**src/rtl/turbo_frame_packer.sv**
```systemverilog
// rtl/turbo_frame_packer.sv - serial hard-decision bits packed into 7-bit frames
// behind a 2-entry output queue for the deinterleaver.

module frame_fifo2 (
   input  logic       clk_p_i,
   input  logic       reset_n_i,
   input  logic       push,
   input  logic [6:0] push_data,
   input  logic       pop,
   output logic [6:0] head,
   output logic [1:0] count
);

   logic [6:0] tail;

   // head is the registered output word; it only moves on push-into-empty or pop.
   always_ff @(posedge clk_p_i or negedge reset_n_i) begin
      if (!reset_n_i) begin
         head  <= 7'b0;
         tail  <= 7'b0;
         count <= 2'd0;
      end else begin
         case ({push, pop})
            2'b10: begin
               if (count == 2'd0) head <= push_data;
               else               tail <= push_data;
               count <= count + 2'd1;
            end
            2'b01: begin
               if (count == 2'd2) head <= tail;
               count <= count - 2'd1;
            end
            2'b11: begin
               if (count == 2'd1) begin
                  head <= push_data;
               end else begin
                  head <= tail;
                  tail <= push_data;
               end
            end
            default: ;
         endcase
      end
   end

endmodule

module turbo_frame_packer (
   input  logic       clk_p_i,
   input  logic       reset_n_i,
   input  logic       bit_i,
   input  logic       bit_valid_i,
   input  logic       sof_i,
   output logic       bit_ready_o,
   output logic [6:0] frame_o,
   output logic       frame_valid_o,
   input  logic       frame_ready_i,
   output logic       sync_err_o,
   output logic [7:0] frame_cnt_o
);

   typedef enum logic {
      HUNT = 1'b0,
      FILL = 1'b1
   } state_t;

   state_t     state;
   logic [2:0] idx;
   logic [5:0] partial;
   logic [1:0] fifo_count;
   logic       bit_acc;
   logic       frame_acc;
   logic       push;
   logic [6:0] push_frame;

   assign bit_ready_o   = (fifo_count != 2'd2);
   assign frame_valid_o = (fifo_count != 2'd0);
   assign bit_acc       = bit_valid_i & bit_ready_o;
   assign frame_acc     = frame_valid_o & frame_ready_i;

   // The seventh bit goes straight into the queue without passing through partial.
   assign push       = bit_acc & (state == FILL) & (idx == 3'd6) & ~sof_i;
   assign push_frame = {bit_i, partial};

   always_ff @(posedge clk_p_i or negedge reset_n_i) begin
      if (!reset_n_i) begin
         state      <= HUNT;
         idx        <= 3'd0;
         partial    <= 6'b0;
         sync_err_o <= 1'b0;
      end else begin
         sync_err_o <= 1'b0;
         if (bit_acc) begin
            if (sof_i) begin
               partial    <= {5'b0, bit_i};
               idx        <= 3'd1;
               state      <= FILL;
               sync_err_o <= (state == FILL) && (idx != 3'd0);
            end else if (state == FILL) begin
               if (idx == 3'd6) begin
                  idx <= 3'd0;
               end else begin
                  partial[idx] <= bit_i;
                  idx          <= idx + 3'd1;
               end
            end
         end
      end
   end

   always_ff @(posedge clk_p_i or negedge reset_n_i) begin
      if (!reset_n_i) frame_cnt_o <= 8'd0;
      else if (frame_acc) frame_cnt_o <= frame_cnt_o + 8'd1;
   end

   frame_fifo2 u_fifo (
      .clk_p_i   (clk_p_i),
      .reset_n_i (reset_n_i),
      .push      (push),
      .push_data (push_frame),
      .pop       (frame_acc),
      .head      (frame_o),
      .count     (fifo_count)
   );

endmodule

```
**config.mk**
```make
export PLATFORM = sky130hd
export DESIGN_NAME = turbo_frame_packer
export DESIGN_NICKNAME = d
export VERILOG_FILES = /design/src/rtl/turbo_frame_packer.sv
export SDC_FILE = /design/constraint.sdc
export NUM_CORES = 1
export LEC_CHECK = 0
export ABC_AREA = 1
export BUFFER_PORTS_ARGS = -buffer_cell sky130_fd_sc_hd__buf_4
export CAP_MARGIN = 20
export CELL_PAD_IN_SITES_DETAIL_PLACEMENT = 0
export CELL_PAD_IN_SITES_GLOBAL_PLACEMENT = 1
export CORE_UTILIZATION = 45
export DETAILED_ROUTE_END_ITERATION = 10
export PLACE_DENSITY = 0.82
export SYNTH_ARGS = -nofsm -noshare
export SYNTH_HDL_FRONTEND = slang
export SYNTH_SLANG_ARGS = --single-unit
```
**constraint.sdc**
```tcl
create_clock -name clk_p_i -period 3.1 [get_ports clk_p_i]
set_input_delay 0.62 -clock clk_p_i [delete_from_list [all_inputs] [get_ports clk_p_i]]
set_output_delay 0.62 -clock clk_p_i [all_outputs]
set_load 0.01 [all_outputs]
```
==> impl_metrics.ini, run 1 <==
[run_status]
outcome = complete, no violations

[synth]
synth_top_area_share_pct = 45.7
synthTopCellsByArea = dfrtp_1, nand2_1, inv_1
syn-cell-area_sq_mm = 0.00192
synth_ff_type = dfrtp_1
ys_warn_count = 0
yosysUniqueCellTypes = 24
yosys-top-cells-count = nand2_1, dfrtp_1, inv_1
syn_avg_cell_area_sq_um = 7.60
synth-edff-count = 0
yosys_register_bits = 35
yosysSeqAreaShare_pct = 45.7
synthArstFlopShare_pct = 100
synth_cells = 252
yosys.area.top_type = dfrtp_1
syn-num-nets = 266
synthMostInstantiatedCell = nand2_1

[global_route]
grt.total_usage_pct = 19.4
overflow = 0
grt_pass1_wl_um = 6460
first_global_vias = 1410
grt_start_max_net_pins = 36
grt_antenna_before_repair = 0

[timing]
worst_pin_slew_ps = 533
setup_viol = 0
clock.fmax_ghz = 0.439
fin_crit_ps = 2280
rsz0062_at_grt = false
drv_slew = 0
post-route-period-util_pct = 73.4
totalNegativeSetupSlack_ps = 0
hold_viol_final = 0
max_slew_margin_pct = 64.2
skew_ps = 4.79
whs_ps = 276

[die]
die_x_um = 67.2
die-area_sq_mm = 0.00452
rows = 23
start_util_pct = 47.2
dieHeight_um = 67.2
ios = 24
design.core.area_sq_mm = 0.00406

[critical_path]
rrSetupSlack_ps = 820
worstSetupStartpointType = register
crit_fanout = 15
endpoint_kind = register
worst_path_largest_cell_delay_ps = 430
worstPathArrival_ps = 2510
slowest_stage = o21ai_1
worstRegToRegCells = 12
crit_chain = inv_1 > ha_1 > inv_2 > nand2_2 > inv_1 > ha_1 > inv_1 > o21ai_1 > nand2_1 > nand2_1 > nand2_1 > nand2_1
critPathRequiredTime_ps = 3330
criticalPathCategory = register to register
cp_common_cell = nand2_1

[run]
max_cap_violations = 0

[place]
dp_hpwl_um = 2650
io_buffers = 23
place.gp.congestion = 0.811

[clock_network]
cts_setup_buffers = 0
clk_pin_slew_ps = 70
h-tree-depth = 2
cts_tree = done
cts_sinks = 35
cts_hold_buf = 0
clock_latency_ps = 290
ctsResizeCount = 0
clockBufferDepth = 2
cts_buffers = 5
cts-root-buf = clkbuf_8

[routing]
vias = 1514
ant_nets = 0
firstDrtPassIters = 4
viasPerCell = 4.60
finalWirelength_um = 3770
wl_per_cell_um = 11.5
drtIter0Drc = 77
drc_errors = 0

[layout]
seq_area_sq_um = 876
fin_util_pct = 54.5
antennaDiodeCount = 0
area_growth_syn_to_layout_pct = 15.5
multiInputGateArea_sq_um = 863
drive_above_1_share_pct = 15.1
fin_nets = 292
fillers = 409

[power_and_ir_drop]
vdd_drop_max_mv = 0.353
finalPower_mw = 1.73
p_leak_nw = 1.18
p_per_area_mw_per_mm2 = 781

[hold_path]
hold_path_class = input port to async pin
-- cell families after synthesis --
kind of cell               after synthesis  synth area share (%)
xor gates and xnor gates                 6                  2.74
and+or+nand+nor                        143                  31.6
DFF                                     35                  45.7
AOI/OAI and AO/OA                       19                  5.49
adders and majority gates                8                  5.23
buffers and inverters                   41                  9.21
-- registers in the layout (all words and copies together) (netlist names) --
name and cells:
idx 3, frame_cnt_o 8, u_fifo.count 2, partial 6, sync_err_o 1, state 1
u_fifo.tail 7, u_fifo.head 7
-- cells in the final DEF, fill, tap and decap left out --
cell	count
o21ai_1	1
nand2_2	2
nor3b_1	1
nor2_1	23
buf_4	23
o21ai_2	2
clkbuf_8	7
xnor2_1	3
nand3b_1	1
dfrtp_1	35
nor3_2	1
nand2_1	93
clkbuf_1	1
o21ai_0	13
nor2_4	1
inv_1	35
ha_1	8
nor2_2	3
nand4_1	6
a21oi_1	2
xor2_1	3
nand3_1	11
o21bai_1	1
nand3_2	1
inv_2	2
-- worst max-delay path, delay by kind of cell, from the launching register on --
| kind | cells | cell delay [ps] |
|---|---|---|
| and+or+nand+nor | 5 | 490 |
| buffers and inverters | 4 | 450 |
| adders and majority gates | 2 | 450 |
| AOI/OAI and AO/OA | 1 | 430 |
| DFF | 1 | 390 |
-- stage by stage --
step,setup WS [ps],cell area [sq um],cells
2_1_floorplan,1210,1920,252
3_3_place_gp,718,2110,321
3_5_place_dp,710,2110,321
4_1_cts,787,2210,329
5_1_grt,524,2210,329
6_report,824,2210,329
-- per-layer routing --
metal	wire length, um	share of wire (%)	GRT usage [%]
met5	0	0	0
met4	63	1.7	7.98
met3	128	3.4	5.24
met2	1630	43	29.9
met1	1950	52	25.7
-- power by group --
part	internal, mW	total (mW)	switching, mW	leakage, nW
Sequential	0.584	0.706	0.122	0.460
Clock	0.203	0.364	0.161	0.0515
Combinational	0.273	0.660	0.387	0.669
Total	1.06	1.73	0.670	1.18
-- worst paths after layout --
path	endpoint	start
min in group clk_p_i	u_fifo.head[5]	u_fifo.head[5]
hold / removal	frame_cnt_o[6]	reset_n_i
hold reg to reg	u_fifo.head[5]	u_fifo.head[5]
setup / recovery	u_fifo.head[4]	u_fifo.count[0]
setup reg to reg	u_fifo.head[4]	u_fifo.count[0]
max in group asynchronous	partial[2]	reset_n_i
-- final cells by class --
| class | instances | area share (%) |
|---|---|---|
| sequential | 35 | 39.6 |
| multi-input combinational | 176 | 39.0 |
| timing repair buffer | 23 | 7.80 |
| inverter | 37 | 6.27 |
| clock buffer | 8 | 4.52 |
| tap | 50 | 2.83 |
Power figures use the tool's default switching activity.
==> inputs of run 2 (changes only) <==
Settings changed: CORE_UTILIZATION 45 to 38, PLACE_DENSITY 0.82 to 0.73.
Clock period 3.1 ns to 2 ns, I/O delays scaled along.
==> run 2 against run 1 <==
  * Register-to-register slack got worse by 660 ps
  * Clock skew about the same
  * Flip-flop and latch count unchanged
  * Worst setup slack got worse by 660 ps
  * Count of clock-buffer cells in the layout decreased by 2
  * Fmax increased by 24%
  * Critical path type unchanged
  * Utilization decreased by 6.4 points
  * Non-clock buffer count increased by 7
==> impl_metrics.ini, run 2 (synthesis results as in run 1) <==
[layout]
drive_above_1_share_pct = 19.7
fin_nets = 299
top_regs = frame_cnt_o x8, u_fifo.head x7, u_fifo.tail x7
final_cell_mix = nand2_1, dfrtp_1, inv_1
largest_reg_flops = 8
fin_util_pct = 48.2
final_cells = 351
area_growth_syn_to_layout_pct = 20.4
top_register = frame_cnt_o
final_common_cell = nand2_1
antennaDiodeCount = 0

[clock_network]
cts_tree = done
clockBufferDepth = 2
cts_hold_buf = 0
clock_latency_ps = 280
cts-root-buf = clkbuf_8
clk_pin_slew_ps = 70
cts_sinks = 35
cts_buffers = 5
h-tree-depth = 2

[critical_path]
worstPathArrival_ps = 2020
crit_fanout = 8
worstSetupStartpointType = register
criticalPathCategory = register to register
r2r-end = u_fifo.head[2]
worstRegToRegCells = 13
critPathRequiredTime_ps = 2180
rr_startpoint = u_fifo.count[0]
endpoint_kind = register
rrSetupSlack_ps = 160

[global_route]
grt_antenna_before_repair = 0
grt_start_max_net_pins = 36
grt.total_usage_pct = 16.3
overflow = 0
grt_pass1_wl_um = 6490
first_global_vias = 1425

[routing]
drc_errors = 0
firstDrtPassIters = 4
viasPerCell = 4.38
drtIter0Drc = 52
vias = 1536
finalWirelength_um = 3830
wl_per_cell_um = 10.9
ant_nets = 0

[die]
ios = 24
die-area_sq_mm = 0.00533
start_util_pct = 40.0
rows = 25
dieHeight_um = 73
die_x_um = 73
design.core.area_sq_mm = 0.00479

[timing]
skew_ps = 4.51
post-route-period-util_pct = 91.9
max_slew_margin_pct = 69.4
worst_pin_slew_ps = 459
hold_viol_final = 0
fin_crit_ps = 1840
totalNegativeSetupSlack_ps = 0
drv_slew = 0
whs_ps = 65.2
setup_viol = 0
clock.fmax_ghz = 0.544

[run_status]
outcome = complete, no violations

[place]
io_buffers = 23
dp_cells = 343
place.gp.congestion = 0.800
dp_hpwl_um = 2740

[hold_path]
hold_path_class = input port to async pin

[power_and_ir_drop]
p_clk_share_pct = 17.3
vdd_drop_max_mv = 0.644
p_per_area_mw_per_mm2 = 1170
p_int_mw = 1.63
netSwitchingPower_mw = 1.06
p_leak_nw = 1.20
pwr-share-comb_pct = 42.5
p_sw_share_pct = 39.4
pwr-share-seq_pct = 40.2

[run]
max_cap_violations = 0
-- run 2: through the flow --
step / cell area (sq um) / worst slack (ps) / total power, mW
2_1_floorplan: 1920 / 154 / 1.77
6_report: 2310 / 162 / 2.69
3_3_place_gp: 2170 / 1.53 / 2.16
3_5_place_dp: 2170 / -100 / 2.17
4_1_cts: 2260 / 3.59 / 2.68
5_1_grt: 2310 / -0.105 / 2.92
-- run 2: routing by layer --
metal	GRT usage, %	routed length, um	vias to the layer above	part of all wire, %
li1	-	-	831	-
met3	4.28	139	6	3.6
met2	25.3	1670	22	44
met4	6.54	64	0	1.7
met1	21.6	1960	677	51
met5	0	0	-	0
-- run 2: power by group through the flow --
| stage | sequential [mW] | clock [mW] | combinational, mW |
|---|---|---|---|
| CTS | 1.08 | 0.490 | 1.11 |
| floorplan | 1.12 | 0 | 0.657 |
| global route | 1.11 | 0.507 | 1.30 |
| global placement | 1.09 | 0 | 1.07 |
| finish | 1.08 | 0.466 | 1.15 |
| detailed placement | 1.10 | 0 | 1.07 |
-- run 2: final cells by class --
class | instances | area (sq um)
multi-input combinational | 176 | 910
timing repair buffer | 30 | 225
inverter | 37 | 139
tap | 67 | 83.8
fill | 497 | 2480
clock buffer | 6 | 72.6
sequential | 35 | 876
-- run 2: critical path, stage by stage, from the launching register on --
cell,delay (ps)
dfrtp_1,340
inv_1,60
ha_2,210
inv_2,80
nand3_4,80
nor2_4,130
ha_2,180
inv_1,50
nor2_2,160
nor2_2,70
o21ai_4,120
inv_2,120
nand2_1,70
nand2_1,50
-- run 2: repair_timing --
| action | CTS | global route |
|---|---|---|
| pin swaps | 1 | 3 |
| cloned | 0 | 0 |
| buffers inserted | 0 | 2 |
| gates resized for setup | 3 | 10 |
| endpoints found under the setup margin | 7 | 14 |
-- run 2: worst max-delay path by stage --
stage                     from             end  slack (ps)
2_1_floorplan  u_fifo.count[0]  u_fifo.head[0]         150
3_3_place_gp   u_fifo.count[0]  u_fifo.head[2]           2
3_5_place_dp   u_fifo.count[0]  u_fifo.head[2]        -100
4_1_cts        u_fifo.count[0]  u_fifo.head[2]           4
5_1_grt        u_fifo.count[0]  u_fifo.head[2]        -0.1
6_report       u_fifo.count[0]  u_fifo.head[2]         160
==> inputs of run 3 (changes only) <==
Settings changed: ABC_AREA 1 to unset, CORE_UTILIZATION 38 to 41.
Clock period 2 ns to 1.5 ns, I/O delays scaled along.
==> run 3 against run 2 <==
  * The run now ends with setup timing left
  * Critical path depth shrank 4
  * Sequential power grew 50%
  * Clock power grew 50%
  * Die area shrank 8.4%
  * Register-to-register slack lost 630 ps
  * Worst setup slack lost 630 ps
  * Non-clock buffer count grew 29
  * Via count grew 0.72%
  * Critical endpoint is now u_fifo.tail[4]
  * Largest power group unchanged
==> impl_metrics.ini, run 3 <==
[clock_network]
clockBufferDepth = 2
h-tree-depth = 2
clk_pin_slew_ps = 70
cts_tree = done
cts_buffers = 5
cts-root-buf = clkbuf_8
clock_latency_ps = 280
cts_sinks = 35

[critical_path]
crit_chain = inv_2 > buf_6 > ha_4 > nand2b_4 > inv_4 > ha_4 > and2_4 > a211o_4 > mux2_4
crit_fanout = 7
worst_path_largest_cell_delay_ps = 400
crit_buf_inv = 3
slowest_stage = dfrtp_1
worstSetupStartpointType = register
cp_common_cell = ha_4
worstPathArrival_ps = 2130
endpoint_kind = register
criticalPathCategory = register to register
critPathTopFamily = flip-flops
critPathRequiredTime_ps = 1670

[run]
max_cap_violations = 0

[routing]
finalWirelength_um = 4380
firstDrtPassIters = 4
drc_errors = 0
vias = 1547
wl_per_cell_um = 15.6
ant_nets = 0
drtIter0Drc = 104
viasPerCell = 5.53

[synth]
synth_top_family_by_area = compound AO/OA/AOI/OAI gates
synth_compound_gate_area_share_pct = 17.6
syn-num-nets = 190
yosys.area_share.simple_pct = 15.0
syn-cell-area_sq_mm = 0.00189
yosysSeqAreaShare_pct = 46.4
synthTopCellsByArea = dfrtp_1, mux2_4, ha_1
yosys.area_share.adder_pct = 5.30
yosys.area.top_type = dfrtp_1
yosysUniqueCellTypes = 39
synth_top_area_share_pct = 46.4
synth-xor-area-share_pct = 4.17
synthMuxAreaShare_pct = 6.16
ys_warn_count = 0
syn_avg_cell_area_sq_um = 10.7
synth_cells = 176
synth-edff-count = 0
synthMostInstantiatedCell = dfrtp_1
yosys-top-cells-count = dfrtp_1, a31oi_1, o21ai_0
yosys_register_bits = 35
synthArstFlopShare_pct = 100
synth_ff_type = dfrtp_1

[timing]
setup_viol = 26
max_slew_margin_pct = 65.2
fin_crit_ps = 1970
rsz0062_at_grt = true
setup_ws_ps = -466
totalNegativeSetupSlack_ps = -6370
skew_ps = 6.79
whs_ps = 271
post-route-period-util_pct = 131
worst_pin_slew_ps = 520
clock.fmax_ghz = 0.509
hold_viol_final = 0
drv_slew = 0

[place]
dp_hpwl_um = 3030
dp_cells = 262
io_buffers = 23
place.gp.congestion = 0.820

[layout]
final_cell_mix = buf_4, dfrtp_1, buf_6
antennaDiodeCount = 0
final_common_cell = buf_4
fillers = 348
multiInputGateArea_sq_mm = 0.00119
fin_nets = 242
final_cells = 280
top_regs = frame_cnt_o x8, u_fifo.head x7, u_fifo.tail x7
seq_area_sq_um = 876
drive_above_1_share_pct = 48.7
fin_util_pct = 62.8
largest_reg_flops = 8
area_growth_syn_to_layout_pct = 45.6
top_register = frame_cnt_o

[global_route]
grt_pass1_wl_um = 7490
grt.total_usage_pct = 19.3
grt_antenna_before_repair = 0
grt_start_max_net_pins = 36
overflow = 0
first_global_vias = 1608

[die]
rows = 24
dieHeight_um = 69.9
die_x_um = 69.9
die-area_sq_mm = 0.00488
start_util_pct = 43.1
design.core.area_sq_mm = 0.00438
ios = 24

[power_and_ir_drop]
p_per_area_mw_per_mm2 = 1790
vdd_drop_max_mv = 0.721
p_leak_nw = 1.20
finalPower_mw = 4.92

[run_status]
outcome = complete, but fails checks
violations = setup timing

[hold_path]
hold_path_class = input port to register
run 3: changes by cell type after synthesis, sizes merged, moves of 4 or more:
cell    previous run  this run
nor2              27         5
xnor2              3         8
o211ai             0         8
inv               37         8
nand3             12         2
mux2               0         8
clkbuf             0         8
a31oi              0        14
nand2             95         6
nand3b             1         5
o21ai             16         9
nand2b             0         6
run 3: report_power, final:
part	internal [mW]	total [mW]	switching, mW
logic	1.45	2.60	1.15
registers	1.29	1.62	0.333
clock network	0.360	0.697	0.336
run 3: path summary, 6_finish.rpt:
check,slack [ps],to,cells past startpoint,start
min reg2reg,470,frame_cnt_o[7],1,frame_cnt_o[7]
max,-470,u_fifo.tail[4],9,u_fifo.count[0]
min,270,partial[0],2,bit_i
min in group asynchronous,490,frame_cnt_o[6],2,reset_n_i
max reg2reg,-470,u_fifo.tail[4],9,u_fifo.count[0]
max in group asynchronous,680,u_fifo.tail[4],2,reset_n_i
run 3: what timing repair did:
item                       in CTS  in global routing
hold endpoints to repair       35                  0
pin swaps                       4                 29
setup buffers                   3                  8
hold buffers                    1                  0
setup endpoints to repair      28                 29
gates resized for setup        23                 36
run 3: logic make-up (layout without fill, tap and decap cells):
kind of cell / Yosys count / in the layout
buffers and inverters: 22 / 74
AOI/OAI and AO/OA: 49 / 49
adders and majority gates: 8 / 8
DFF: 35 / 35
xor gates and xnor gates: 9 / 9
and+or+nand+nor: 45 / 45
muxes: 8 / 8
run 3: area by class of cell:
class | instances | area share, %
Clock buffer | 6 | 3.00
Clock inverter | 1 | 0.182
Tap cell | 52 | 2.36
Timing Repair Buffer | 59 | 18.2
Inverter | 8 | 1.27
Sequential cell | 35 | 31.8
Multi-Input combinational cell | 119 | 43.1
run 3: stage by stage:
stage | area, sq um | setup slack [ps]
finish | 2750 | -466
global placement | 2280 | -582
global route | 2750 | -507
floorplan | 1970 | -650
CTS | 2500 | -470
detailed placement | 2280 | -675
run 3: layer usage:
metal | vias to the layer above | GRT usage, % | wire length (um)
met5 | - | 0 | 0
met4 | 0 | 7.33 | 74
met3 | 9 | 4.62 | 147
met2 | 32 | 32.8 | 2240
met1 | 755 | 23.6 | 1920
li1 | 751 | - | -
